**config.mk**
```make
export PLATFORM = sky130hd
export DESIGN_NAME = lsu
export DESIGN_NICKNAME = d
export VERILOG_FILES = /design/src/rtl/lsu.sv
export SDC_FILE = /design/constraint.sdc
export NUM_CORES = 1
export LEC_CHECK = 0
export CAP_MARGIN = 20
export CORE_MARGIN = 3
export CORE_UTILIZATION = 43
export CTS_CLUSTER_DIAMETER = 40
export DETAILED_ROUTE_END_ITERATION = 8
export PLACE_DENSITY = 0.78
export SYNTH_ARGS = -nofsm -noshare
export SYNTH_HDL_FRONTEND = slang
export SYNTH_SLANG_ARGS = --single-unit
```
**constraint.sdc**
```tcl
create_clock -name clk -period 4.7 [get_ports clk]
set_input_delay 0.705 -clock clk [delete_from_list [all_inputs] [get_ports clk]]
set_output_delay 0.705 -clock clk [all_outputs]
set_load 0.05 [all_outputs]
```
**src/rtl/lsu.sv**
```systemverilog
// rv32 load/store unit: single-outstanding req/ack data-memory port,
// lane-formatted stores and sign/zero-extended loads with fault detection.
module lsu #(
  parameter int WORD_LENGTH = 32
) (
  input  logic                   clk,
  input  logic                   reset,
  input  logic                   start,
  input  logic                   is_store,
  input  logic [2:0]             funct3,
  input  logic [WORD_LENGTH-1:0] addr,
  input  logic [WORD_LENGTH-1:0] store_data,
  output logic                   busy,
  output logic                   done,
  output logic                   fault,
  output logic [WORD_LENGTH-1:0] load_data,
  output logic                   mem_req,
  output logic                   mem_we,
  output logic [WORD_LENGTH-1:0] mem_addr,
  output logic [3:0]             mem_be,
  output logic [WORD_LENGTH-1:0] mem_wdata,
  input  logic                   mem_ack,
  input  logic [WORD_LENGTH-1:0] mem_rdata
);

  typedef enum logic [1:0] {
    IDLE,
    REQ,
    RESP
  } state_t;

  state_t state, state_nx;

  logic                   st_q;
  logic [2:0]             f3_q;
  logic [1:0]             off_q;
  logic                   legal;
  logic                   misal;
  logic                   accept;
  logic                   bad;
  logic [3:0]             be_nx;
  logic [WORD_LENGTH-1:0] wdata_nx;
  logic [WORD_LENGTH-1:0] ext;
  logic [7:0]             lb;
  logic [15:0]            lh;

  always_comb begin
    legal = 1'b0;
    case (funct3)
      3'b000, 3'b001, 3'b010: legal = 1'b1;
      3'b100, 3'b101:         legal = !is_store;
      default:                legal = 1'b0;
    endcase
  end

  assign misal  = ((funct3[1:0] == 2'b01) && addr[0]) ||
                  ((funct3[1:0] == 2'b10) && (addr[1:0] != 2'b00));
  assign accept = (state == IDLE) && start && legal && !misal;
  assign bad    = (state == IDLE) && start && !(legal && !misal);

  always_comb begin
    be_nx    = 4'b1111;
    wdata_nx = store_data;
    case (funct3[1:0])
      2'b00: begin
        be_nx    = 4'b0001 << addr[1:0];
        wdata_nx = {4{store_data[7:0]}};
      end
      2'b01: begin
        be_nx    = 4'b0011 << addr[1:0];
        wdata_nx = {2{store_data[15:0]}};
      end
      default: begin
        be_nx    = 4'b1111;
        wdata_nx = store_data;
      end
    endcase
  end

  // funct3[2] selects zero-extension (LBU/LHU)
  assign lb = mem_rdata[8*off_q +: 8];
  assign lh = off_q[1] ? mem_rdata[31:16] : mem_rdata[15:0];

  always_comb begin
    ext = mem_rdata;
    case (f3_q[1:0])
      2'b00:   ext = {{(WORD_LENGTH-8){lb[7] & ~f3_q[2]}}, lb};
      2'b01:   ext = {{(WORD_LENGTH-16){lh[15] & ~f3_q[2]}}, lh};
      default: ext = mem_rdata;
    endcase
  end

  always_comb begin
    state_nx = state;
    unique case (state)
      IDLE:    if (accept) state_nx = REQ;
      REQ:     if (mem_ack) state_nx = RESP;
      RESP:    state_nx = IDLE;
      default: state_nx = IDLE;
    endcase
  end

  always_ff @(posedge clk or posedge reset) begin
    if (reset) begin
      state     <= IDLE;
      st_q      <= 1'b0;
      f3_q      <= 3'b000;
      off_q     <= 2'b00;
      fault     <= 1'b0;
      load_data <= '0;
      mem_addr  <= '0;
      mem_be    <= 4'b0000;
      mem_wdata <= '0;
    end else begin
      state <= state_nx;
      fault <= bad;
      if (accept) begin
        st_q      <= is_store;
        f3_q      <= funct3;
        off_q     <= addr[1:0];
        mem_addr  <= {addr[WORD_LENGTH-1:2], 2'b00};
        mem_be    <= be_nx;
        mem_wdata <= wdata_nx;
      end
      if ((state == REQ) && mem_ack && !st_q) load_data <= ext;
    end
  end

  assign busy    = (state != IDLE);
  assign done    = (state == RESP);
  assign mem_req = (state == REQ);
  assign mem_we  = (state == REQ) && st_q;

endmodule

```
==> results.json <==
{
  "max-vdd-ir-drop_uv": 506,
  "netlist-cell-type-count": 34,
  "clock_tree.htree_level_count": 3,
  "worst_r2r_endpoint": "load_data[17]$_DFFE_PP0P_",
  "fin_ws_ps": 1830,
  "worst-r2r-cell-count": 4,
  "power_frac_seq_pct": 31.1,
  "cts.sinks": 107,
  "comb_power_share_pct": 52.2,
  "synth.largest_area_cell": "sky130_fd_sc_hd__dfrtp_1",
  "pwr_density_cell_nw_per_um2": 652,
  "share_of_layout_cells_above_drive_strength_1_pct": 11.4,
  "num-nets-final": 730,
  "post_synth.cell_area_avg_sq_um": 11.4,
  "floorplan.initialDensity_pct": 44.8,
  "cts.hold.buffers_added": 0,
  "syn_to_final_growth_pct": 49.3,
  "die-area_sq_um": 12900,
  "post_cts.resized_instances": 0,
  "via_per_inst": 5.32,
  "multiInputGateArea_sq_um": 2120,
  "critPathRequiredTime_ps": 4930,
  "synth-seq-area-share_pct": 53.9,
  "yosys_warnings": 0,
  "overflow": 0,
  "fin_skew_ps": 8.64,
  "dp_hpwl_um": 10100,
  "dp_worst_setup_slack_ps": 1460,
  "cts-root-buf": "sky130_fd_sc_hd__clkbuf_16",
  "crit_path_end": "mem_addr[19]$_DFFE_PP0P_",
  "antenna_violations_before_repair": 0,
  "grt_usage_pct": 21.7,
  "first_global_vias": 4247,
  "final.period_utilization_pct": 61.2,
  "layout.core_utilization_pct": 66.9,
  "postSynthCellCount": 435,
  "synth_seq_cells": 107,
  "startpoint_of_the_worst_slack_reg_to_reg_timing_path": "state[1]$_DFFE_PP0P_",
  "global_route_wire_length_before_repair_um": 22200,
  "critical_path.max_fanout": 101,
  "final-max-slew-violation-count": 0,
  "max_freq_mhz": 348,
  "status": "finished, final reports clean",
  "reg2reg_setup_slack_ps": 2290,
  "detailedRoute.firstPassIterationCount": 4,
  "post_drt_wl_per_cell_um": 18.0,
  "detailroute.via_count": 4093,
  "share_clk_of_total_power_pct": 16.7,
  "timing.critical_path.from": "funct3[0]",
  "worst_setup_hold_path_clk_slew_ps": 70,
  "place_congestion": 0.801,
  "hp-class": "reg -> reg",
  "maximum_count_of_clock_buffers_along_a_single_path": 2,
  "holdCritStartpoint": "mem_be[2]$_DFFE_PP0P_",
  "floorplan.io_pins": 209,
  "static-leakage-power_uw": 0.00325,
  "worst-slew-pin-transition_ps": 1050,
  "synth_top_cells_by_area": "sky130_fd_sc_hd__dfrtp_1 (54%), sky130_fd_sc_hd__mux2_4 (13%), sky130_fd_sc_hd__mux2i_1 (5.6%)",
  "unrepaired_setup_endpoints_after_global_routing": "no",
  "total_cell_area_at_the_placement_stage_sq_um": 7100,
  "worst_setup_path_end_kind": "flip-flop",
  "power.net_switching_uw": 2170,
  "clock_insertion_delay_at_the_later_pin_of_the_skew_report_ps": 350,
  "async_flop_share_pct": 100,
  "drt-total-wl_um": 13800,
  "dieHeight_um": 113,
  "synth_flop_cell": "sky130_fd_sc_hd__dfrtp_1",
  "insertedDiodeCount": 0,
  "dominant_cell_by_count_in_the_synthesized_netlist": "sky130_fd_sc_hd__dfrtp_1",
  "drv_cap": 0,
  "synth_top_cell_area_share_pct": 53.9,
  "die_x_um": 113,
  "finalSetupViolations": 0,
  "port-buffer-count": 206,
  "post-cts-setup-buffer-count": 0,
  "num_rows": 38,
  "design.core.area_sq_um": 11100,
  "layout.cell_area.non_filler_sq_um": 7410,
  "arrival_ps": 3110,
  "number_of_drc_violations_after_detailed_routing": 0,
  "timing.final.crit_period_ps": 2870,
  "detail-route-antenna-nets": 0,
  "synthesis.area_sq_um": 4970,
  "dr.first_iter.drc_count": 313,
  "synth_commonest_cells": "sky130_fd_sc_hd__dfrtp_1 (107), sky130_fd_sc_hd__nand2_1 (52), sky130_fd_sc_hd__nor2_1 (43)",
  "synth-edff-count": 0,
  "worst_setup_path_start_kind": "primary input",
  "criticalPathCategory": "in -> reg",
  "fillers": 856,
  "numCtsBuffers": 9,
  "hold_viol_final": 0,
  "finalSetupTns_ps": 0,
  "tritoncts": "built",
  "regArea_sq_um": 2680,
  "maxSlewHeadroom_pct": 30.0,
  "internal-power_uw": 2670,
  "grt_start_max_net_pins": 102,
  "power_switching_share_pct": 44.9
}
-- metrics by stage --
step           instances  total power (uW)  hold WS [ps]
6_report             770              4840           485
3_3_place_gp         755              4000           462
2_1_floorplan        436              3140           508
5_1_grt              770              5060           507
3_5_place_dp         755              4050           474
4_1_cts              770              4870           487
-- flip-flops by register name, indices dropped and copies added, names as in the netlist --
name and count:
f3_q 3, fault 1, load_data 32, mem_addr 30, mem_be 4, mem_wdata 32, off_q 2, st_q 1
state 2
-- layer usage --
layer,routed length (um),global-route usage [%],up-vias
li1,-,-,1893
met1,5700,26.6,2020
met2,6790,37.1,164
met3,1150,6.63,16
met4,206,6.65,0
met5,0,0,-
-- cell type report --
type,count,area share [%]
flip-flops and latches,107,36.1
multi-input cells,293,28.6
repair buffers,210,28.4
clock buffers,11,3.27
well taps,140,2.36
clock inverters,4,0.996
inverters,5,0.287
-- worst min path at each step --
stage               cells past startpoint                         to  slack [ps]
finish                                  2      mem_be[2]$_DFFE_PP0P_         490
global route                            1    mem_addr[2]$_DFFE_PP0P_         510
CTS                                     2      mem_be[2]$_DFFE_PP0P_         490
detailed placement                      2  mem_wdata[16]$_DFFE_PP0P_         470
global placement                        2  mem_wdata[13]$_DFFE_PP0P_         460
floorplan                               1           st_q$_DFFE_PP0P_         510
-- worst max-delay path: stages --
cell,delay (ps)
sky130_fd_sc_hd__clkdlybuf4s50_1,970
sky130_fd_sc_hd__a221oi_1,230
sky130_fd_sc_hd__o211ai_1,300
sky130_fd_sc_hd__buf_12,430
sky130_fd_sc_hd__mux2_4,350
-- power by group through the flow --
stage / registers, uW / logic, uW / clock network, uW
after floorplan: 2560 / 583 / 0
after global placement: 1490 / 2500 / 0
after detailed placement: 1510 / 2540 / 0
after CTS: 1500 / 2540 / 822
after global routing: 1550 / 2650 / 858
final: 1500 / 2530 / 809
-- kinds of logic (layout without fill, tap and decap cells) --
| family | count (synthesis) | in the layout | synth area share (%) |
|---|---|---|---|
| AND/OR/NAND/NOR | 122 | 122 | 11.2 |
| flip-flops | 107 | 107 | 53.9 |
| AO/OA/AOI/OAI | 90 | 90 | 10.7 |
| multiplexers | 79 | 79 | 20.4 |
| buffers and inverters | 36 | 230 | 3.80 |
| other | 1 | 2 | 0.0755 |
-- cell usage in the layout (no fill, tap or decap), drive strengths merged, types with 3 or more instances in the layout --
cell type	synthesis	final
a21oi	35	35
a221o	7	7
a32oi	7	7
buf	15	4
clkbuf	16	11
clkdlybuf4s50	0	206
dfrtp	107	107
inv	5	6
mux2	51	51
mux2i	28	28
nand2	52	52
nand3b	9	9
nor2	43	43
nor2b	3	3
nor3	4	4
nor4	3	3
o21ai	36	36
No activity file was read; power rests on OpenSTA's default activity.
